[config.mk]
export PLATFORM = sky130hd
export DESIGN_NAME = fp_mul_scheduler_flat
export DESIGN_NICKNAME = d
export VERILOG_FILES = /design/src/rtl/fp_mul_scheduler_if.sv /design/src/rtl/fp_mul_scheduler.sv /design/src/flat_wrapper.sv
export SDC_FILE = /design/constraint.sdc
export NUM_CORES = 1
export LEC_CHECK = 0
export CAP_MARGIN = 5
export CORE_ASPECT_RATIO = 2
export CORE_UTILIZATION = 24
export CTS_CLUSTER_DIAMETER = 150
export DETAILED_ROUTE_END_ITERATION = 16
export GPL_ROUTABILITY_DRIVEN = 0
export SETUP_SLACK_MARGIN = 0.1
export SYNTH_ARGS = -nofsm -noshare
export SYNTH_HDL_FRONTEND = slang
export SYNTH_SLANG_ARGS = --single-unit
[constraint.sdc]
create_clock -name clk -period 1.7 [get_ports clk]
set_input_delay 0.17 -clock clk [delete_from_list [all_inputs] [get_ports clk]]
set_output_delay 0.17 -clock clk [all_outputs]
set_load 0.02 [all_outputs]
[src/rtl/fp_mul_scheduler_if.sv]
// ---------------------------------------------------------------------------
// fp_mul_scheduler_if
//   Bundles the three handshakes of the floating-point multiply scheduler:
//     - operand intake : in_valid / in_ready / op_a / op_b
//     - multiplier leg : mul_start / mul_a / mul_b / mul_done / mul_result
//     - result output  : out_valid / out_ready / out_result / out_special /
//                        out_invalid
//   Modports:
//     slave  - the scheduler's view (drives in_ready, mul_*, out_*)
//     master - the surrounding environment's view (drives the rest)
//   Operand layout is [sign][exponent][mantissa], W = EXP_WIDTH+MANT_WIDTH+1.
// ---------------------------------------------------------------------------
interface fp_mul_scheduler_if #(
  parameter int EXP_WIDTH  = 8,
  parameter int MANT_WIDTH = 23
);
  localparam int W = EXP_WIDTH + MANT_WIDTH + 1;

  logic         in_valid;
  logic         in_ready;
  logic [W-1:0] op_a;
  logic [W-1:0] op_b;

  logic         mul_start;
  logic [W-1:0] mul_a;
  logic [W-1:0] mul_b;
  logic         mul_done;
  logic [W-1:0] mul_result;

  logic         out_valid;
  logic         out_ready;
  logic [W-1:0] out_result;
  logic         out_special;
  logic         out_invalid;

  modport slave (
    input  in_valid, op_a, op_b, mul_done, mul_result, out_ready,
    output in_ready, mul_start, mul_a, mul_b,
           out_valid, out_result, out_special, out_invalid
  );

  modport master (
    output in_valid, op_a, op_b, mul_done, mul_result, out_ready,
    input  in_ready, mul_start, mul_a, mul_b,
           out_valid, out_result, out_special, out_invalid
  );
endinterface

[src/rtl/fp_mul_scheduler.sv]
// ---------------------------------------------------------------------------
// fp_mul_scheduler
//   Accepts one IEEE-style operand pair at a time, resolves special cases
//   (NaN, infinity, zero) locally, and hands ordinary pairs to an external
//   multiplier, guarding that wait with a cycle timeout.
//   Ports:
//     clk          - single rising-edge clock
//     rst          - synchronous active-high reset
//     bus (slave)  - operand intake, multiplier leg, result output
//   Optional feature (macro FP_MUL_SCHED_FLAGS_EN):
//     flags_clr    in  - clears the sticky flags (wins over a same-cycle set)
//     flag_invalid out - sticky: a delivered result had out_invalid=1
//     flag_nan     out - sticky: a delivered result came from a NaN operand
// ---------------------------------------------------------------------------
module fp_mul_scheduler #(
  parameter int EXP_WIDTH  = 8,
  parameter int MANT_WIDTH = 23,
  parameter int TIMEOUT    = 64
) (
  input  logic clk,
  input  logic rst,
`ifdef FP_MUL_SCHED_FLAGS_EN
  input  logic flags_clr,
  output logic flag_invalid,
  output logic flag_nan,
`endif
  fp_mul_scheduler_if.slave bus
);
  localparam int W  = EXP_WIDTH + MANT_WIDTH + 1;
  localparam int CW = (TIMEOUT > 1) ? $clog2(TIMEOUT) : 1;
  localparam logic [CW-1:0] CNT_LAST = CW'(TIMEOUT - 1);

  localparam logic [1:0] ST_IDLE  = 2'd0;
  localparam logic [1:0] ST_CHECK = 2'd1;
  localparam logic [1:0] ST_BUSY  = 2'd2;
  localparam logic [1:0] ST_RESP  = 2'd3;

  localparam logic [W-1:0] QNAN =
    {1'b0, {EXP_WIDTH{1'b1}}, 1'b1, {(MANT_WIDTH-1){1'b0}}};

  logic [1:0]    r_state;
  logic [W-1:0]  r_mul_a;
  logic [W-1:0]  r_mul_b;
  logic [CW-1:0] r_cnt;
  logic [W-1:0]  r_out_result;
  logic          r_out_special;
  logic          r_out_invalid;

  // Per-operand classification of the captured pair.
  logic [W-1:0] w_op [2];
  logic [1:0]   w_zero;
  logic [1:0]   w_inf;
  logic [1:0]   w_nan;

  assign w_op[0] = r_mul_a;
  assign w_op[1] = r_mul_b;

  generate
    for (genvar gi = 0; gi < 2; gi++) begin : g_class
      logic w_exp_zero;
      logic w_exp_ones;
      logic w_mant_zero;
      assign w_exp_zero  = ~|w_op[gi][W-2 -: EXP_WIDTH];
      assign w_exp_ones  =  &w_op[gi][W-2 -: EXP_WIDTH];
      assign w_mant_zero = ~|w_op[gi][MANT_WIDTH-1:0];
      assign w_zero[gi]  = w_exp_zero & w_mant_zero;
      assign w_inf[gi]   = w_exp_ones & w_mant_zero;
      assign w_nan[gi]   = w_exp_ones & ~w_mant_zero;
    end
  endgenerate

  logic         w_sign_x;
  logic         w_special;
  logic         w_spec_invalid;
  logic [W-1:0] w_spec_result;

  assign w_sign_x = r_mul_a[W-1] ^ r_mul_b[W-1];

  // Special-case resolution in priority order: NaN, inf*0, inf, zero.
  always_comb begin
    w_special      = 1'b1;
    w_spec_invalid = 1'b0;
    w_spec_result  = '0;
    if (|w_nan) begin
      w_spec_result = QNAN;
    end else if ((w_inf[0] & w_zero[1]) | (w_inf[1] & w_zero[0])) begin
      w_spec_result  = QNAN;
      w_spec_invalid = 1'b1;
    end else if (|w_inf) begin
      w_spec_result = {w_sign_x, {EXP_WIDTH{1'b1}}, {MANT_WIDTH{1'b0}}};
    end else if (|w_zero) begin
      w_spec_result = {w_sign_x, {(W-1){1'b0}}};
    end else begin
      w_special = 1'b0;
    end
  end

  always_ff @(posedge clk) begin
    if (rst) begin
      r_state       <= ST_IDLE;
      r_mul_a       <= '0;
      r_mul_b       <= '0;
      r_cnt         <= '0;
      r_out_result  <= '0;
      r_out_special <= 1'b0;
      r_out_invalid <= 1'b0;
    end else begin
      case (r_state)
        ST_IDLE: begin
          if (bus.in_valid) begin
            r_mul_a <= bus.op_a;
            r_mul_b <= bus.op_b;
            r_state <= ST_CHECK;
          end
        end
        ST_CHECK: begin
          if (w_special) begin
            r_out_result  <= w_spec_result;
            r_out_special <= 1'b1;
            r_out_invalid <= w_spec_invalid;
            r_state       <= ST_RESP;
          end else begin
            r_cnt         <= '0;
            r_out_special <= 1'b0;
            r_state       <= ST_BUSY;
          end
        end
        ST_BUSY: begin
          // A completion arriving on the final counted cycle beats the timeout.
          if (bus.mul_done) begin
            r_out_result  <= bus.mul_result;
            r_out_invalid <= 1'b0;
            r_state       <= ST_RESP;
          end else if (r_cnt == CNT_LAST) begin
            r_out_result  <= QNAN;
            r_out_invalid <= 1'b1;
            r_state       <= ST_RESP;
          end else begin
            r_cnt <= r_cnt + CW'(1);
          end
        end
        ST_RESP: begin
          if (bus.out_ready) r_state <= ST_IDLE;
        end
        default: r_state <= ST_IDLE;
      endcase
    end
  end

  assign bus.in_ready    = (r_state == ST_IDLE);
  assign bus.mul_start   = (r_state == ST_CHECK) & ~w_special;
  assign bus.mul_a       = r_mul_a;
  assign bus.mul_b       = r_mul_b;
  assign bus.out_valid   = (r_state == ST_RESP);
  assign bus.out_result  = r_out_result;
  assign bus.out_special = r_out_special;
  assign bus.out_invalid = r_out_invalid;

`ifdef FP_MUL_SCHED_FLAGS_EN
  logic r_nan_res;
  logic r_flag_invalid;
  logic r_flag_nan;

  always_ff @(posedge clk) begin
    if (rst || flags_clr) begin
      r_nan_res      <= 1'b0;
      r_flag_invalid <= 1'b0;
      r_flag_nan     <= 1'b0;
    end else begin
      // A NaN pair is always special, so the CHECK-time value holds through RESP.
      if (r_state == ST_CHECK) r_nan_res <= |w_nan;
      if ((r_state == ST_RESP) && bus.out_ready) begin
        if (r_out_invalid) r_flag_invalid <= 1'b1;
        if (r_nan_res)     r_flag_nan     <= 1'b1;
      end
    end
  end

  assign flag_invalid = r_flag_invalid;
  assign flag_nan     = r_flag_nan;
`endif
endmodule

[src/flat_wrapper.sv]
// flat-port wrapper written by rule: the top's interface ports become plain ports
module fp_mul_scheduler_flat 
#(
  parameter int EXP_WIDTH  = 8,
  parameter int MANT_WIDTH = 23,
  parameter int TIMEOUT    = 64
)
  (clk, rst, bus_in_valid, bus_op_a, bus_op_b, bus_mul_done, bus_mul_result, bus_out_ready, bus_in_ready, bus_mul_start, bus_mul_a, bus_mul_b, bus_out_valid, bus_out_result, bus_out_special, bus_out_invalid);
  fp_mul_scheduler_if #(.EXP_WIDTH(EXP_WIDTH), .MANT_WIDTH(MANT_WIDTH)) bus_i ();
  input  logic clk;
  input  logic rst;
  input wire logic [$bits(bus_i.in_valid)-1:0] bus_in_valid;
  input wire logic [$bits(bus_i.op_a)-1:0] bus_op_a;
  input wire logic [$bits(bus_i.op_b)-1:0] bus_op_b;
  input wire logic [$bits(bus_i.mul_done)-1:0] bus_mul_done;
  input wire logic [$bits(bus_i.mul_result)-1:0] bus_mul_result;
  input wire logic [$bits(bus_i.out_ready)-1:0] bus_out_ready;
  output wire logic [$bits(bus_i.in_ready)-1:0] bus_in_ready;
  output wire logic [$bits(bus_i.mul_start)-1:0] bus_mul_start;
  output wire logic [$bits(bus_i.mul_a)-1:0] bus_mul_a;
  output wire logic [$bits(bus_i.mul_b)-1:0] bus_mul_b;
  output wire logic [$bits(bus_i.out_valid)-1:0] bus_out_valid;
  output wire logic [$bits(bus_i.out_result)-1:0] bus_out_result;
  output wire logic [$bits(bus_i.out_special)-1:0] bus_out_special;
  output wire logic [$bits(bus_i.out_invalid)-1:0] bus_out_invalid;
  assign bus_i.in_valid = bus_in_valid;
  assign bus_i.op_a = bus_op_a;
  assign bus_i.op_b = bus_op_b;
  assign bus_i.mul_done = bus_mul_done;
  assign bus_i.mul_result = bus_mul_result;
  assign bus_i.out_ready = bus_out_ready;
  assign bus_in_ready = bus_i.in_ready;
  assign bus_mul_start = bus_i.mul_start;
  assign bus_mul_a = bus_i.mul_a;
  assign bus_mul_b = bus_i.mul_b;
  assign bus_out_valid = bus_i.out_valid;
  assign bus_out_result = bus_i.out_result;
  assign bus_out_special = bus_i.out_special;
  assign bus_out_invalid = bus_i.out_invalid;
  fp_mul_scheduler #(.EXP_WIDTH(EXP_WIDTH), .MANT_WIDTH(MANT_WIDTH), .TIMEOUT(TIMEOUT)) u_core (.clk(clk), .rst(rst), .bus(bus_i));
endmodule
==> out/results.tsv <==
metric	value	unit
fp.coreArea	0.0174	mm2
final.min_clock_period	2030	ps
fmax	0.492	GHz
ys_warn_count	0	
wl_met3	744	um
drtIter0Drc	100	
violations	negative setup slack	
wl_met1	5.53	mm
hold_class	in -> reg	
wl_met2	9.08	mm
portBuffers	201	
dp_hpwl	11.6	mm
path_max_fanout	4	
die_h	191	um
netlist.area_leader.share	49.3	%
ctsLongestPathBuffers	2	
grt_pass1_vias	4883	
grt_max_degree	56	
hold_buffers	0	
numCtsBuffers	9	
antenna_left	0	
seq_area_frac_synth	49.3	%
timing.final.crit_share	120	%
syn_inst	541	
grt_overflow	0	
wl	15.8	mm
fin_skew	7.74	ps
synth_top_area_cell	dfxtp_1	
grt.total_usage	16.9	%
finalSetupViolations	41	
std_cell_rows	68	
final_max_slew_viol_count	0	
rsz0062_at_grt	yes	
synth-main-ff-cell	dfxtp_1	
place_area	0.00736	mm2
top_layer	met4	
synth_cell_type_count	44	
r2r-start	u_core.bus.mul_b[18]$_SDFFE_PP0P_	
grt_pass1_wl	24.6	mm
clk_latency	350	ps
max_cap_violations	0	
p_total	10200	uW
cellLeakagePower	0.00358	uW
synth_area_leaders	dfxtp_1, nand2_1, a21oi_1	
post-route-drc-count	0	
cts_tree	built	
ioPinCount	202	
final_area	0.00808	mm2
antenna_found_initial	0	
pwr_density_cell	1260	mW/mm2
relSlewSlack	78.6	%
htreeDepth	3	
cts_sinks	106	
outcome	finished, violations left	
clk_transition_reported_paths	70	ps
n_antenna_cell	0	
area_delta_synth_final	87.8	%
criticalPathCategory	reg -> reg	
async_flop_share	0	%
ir_drop	507	uV
viasPerCell	4.54	
cp_slowest_cell	or3_4	
synth_common_cells	nand2_1, dfxtp_1, a21oi_1	
dieArea	0.0185	mm2
drt-pass1-iter-count	4	
syn_area	0.00430	mm2
r2r_slack	-330	ps
synth-seq-cells	106	
startpoint	u_core.bus.mul_b[18]$_SDFFE_PP0P_	
via_count	4764	
synth_area_per_cell	7.95	um2
tns	-11420	ps
fin_ws	-332	ps
fp.dieW	96.7	um
path_cells	nor4_4 > nand4_1 > buf_6 > or2_4 > or3_4 > a211o_1 > a21oi_2	
max_stage_delay	380	ps
worst-slew-pin-transition	321	ps
hold_depth	2	
min_to	u_core.bus.out_result[29]$_SDFFE_PP0P_	
start_util	24.8	%
pre_cts_ws	-387	ps
min_from	rst	
rr_worst_depth	7	
nets	942	
syn-num-nets	648	
critical_path_required	1980	ps
worst_r2r_endpoint	u_core.bus.out_result[22]$_SDFFE_PP0P_	
start_kind	flip-flop	
cts_root_buf	clkbuf_16	
hold_viol	0	
cp-end-kind	flip-flop	
crit_arrival	2310	ps
drive_gt1_share	25.7	%
synth_most_common_cell	nand2_1	
synth_edf_count	0	
avgRoutedWirePerCell	15.0	um
[logic make-up (layout without fill, tap and decap cells)]
group	Yosys count	after routing	share of synthesized area, %
AND/OR/NAND/NOR	257	257	26.7
AO/OA/AOI/OAI	128	128	17.1
flip-flops	106	106	49.3
buffers and inverters	41	340	4.51
adder cells (fa/ha/maj)	6	6	1.75
multiplexers	2	2	0.466
XOR/XNOR	1	1	0.204
[flip-flops by register name, summed over array words and instances (netlist names)]
name / flops
u_core.bus.mul_a: 32
u_core.r_cnt: 6
u_core.r_state: 2
u_core.bus.out_special: 1
u_core.bus.out_result: 32
u_core.bus.out_invalid: 1
u_core.bus.mul_b: 32
[final cells by class]
type | count | area, um2
Fill cell | 1731 | 9280
Timing Repair Buffer | 319 | 3080
Multi-Input combinational cell | 394 | 2200
Sequential cell | 106 | 2190
Tap cell | 210 | 263
Clock buffer | 12 | 246
Clock inverter | 4 | 73.8
Inverter | 5 | 18.8
[report_power, final]
part,total (uW),internal (uW),switching [uW]
registers,3110,2860,246
clock network,2270,1340,937
logic,4830,2380,2440
total,10200,6580,3630
[layer usage]
| metal | vias up | track usage (%) |
|---|---|---|
| met5 | - | 0 |
| li1 | 2432 | - |
| met3 | 24 | 3.51 |
| met4 | 0 | 6.66 |
| met2 | 140 | 33.9 |
| met1 | 2168 | 16.4 |
[repair_timing]
action	4_1_cts	5_1_grt
pin swaps	14	10
gates resized for setup	62	49
buffers inserted	12	4
hold endpoints to repair	0	0
setup endpoints to repair	62	72
[worst max-delay path: cells and delay by family, from the launching register on]
kind                   cells  cell delay (ps)
AND/OR/NAND/NOR            4             1070
AO/OA/AOI/OAI              2              390
flip-flops                 1              340
buffers and inverters      1              170
[worst max path at each step]
| stage | endpoint | cells past startpoint | slack, ps |
|---|---|---|---|
| after floorplan | u_core.bus.out_result[22]$_SDFFE_PP0P_ | 6 | -190 |
| after global placement | u_core.bus.out_result[26]$_SDFFE_PP0P_ | 9 | -360 |
| after detailed placement | u_core.bus.out_result[14]$_SDFFE_PP0P_ | 9 | -390 |
| after CTS | u_core.bus.out_result[26]$_SDFFE_PP0P_ | 8 | -320 |
| after global routing | u_core.bus.out_result[27]$_SDFFE_PP0P_ | 9 | -400 |
| final | u_core.bus.out_result[22]$_SDFFE_PP0P_ | 7 | -330 |
[per-stage QoR]
| step | utilization (%) | hold WS (ps) | instances |
|---|---|---|---|
| after floorplan | - | 296 | 541 |
| final | 46.5 | 82.0 | 1050 |
| after global routing | 46.5 | 75.2 | 1050 |
| after global placement | 42.4 | 437 | 1020 |
| after detailed placement | 42.4 | 442 | 1020 |
| after CTS | 45.4 | 69.4 | 1048 |
[cells in the final DEF, fill, tap and decap left out, types with 3 or more instances in the layout]
cell type and instances:
nand3_1 27, inv_1 5, clkbuf_16 9, nor2_1 13
dlygate4sd2_1 22, nand2_2 6, nand2_1 165, o211ai_1 9
buf_12 8, dfxtp_2 26, dfxtp_1 70, a21oi_1 96
nor3_2 3, nor3_1 4, or4_4 4, a32o_1 3
nor4_4 4, dfxtp_4 10, nor4_1 3, ha_1 3
buf_6 10, buf_4 101, nor2_4 3, dlymetal6s2s_1 27
clkdlybuf4s50_1 148, nor4_2 3, nand4_1 7
Power figures use the tool's default switching activity.
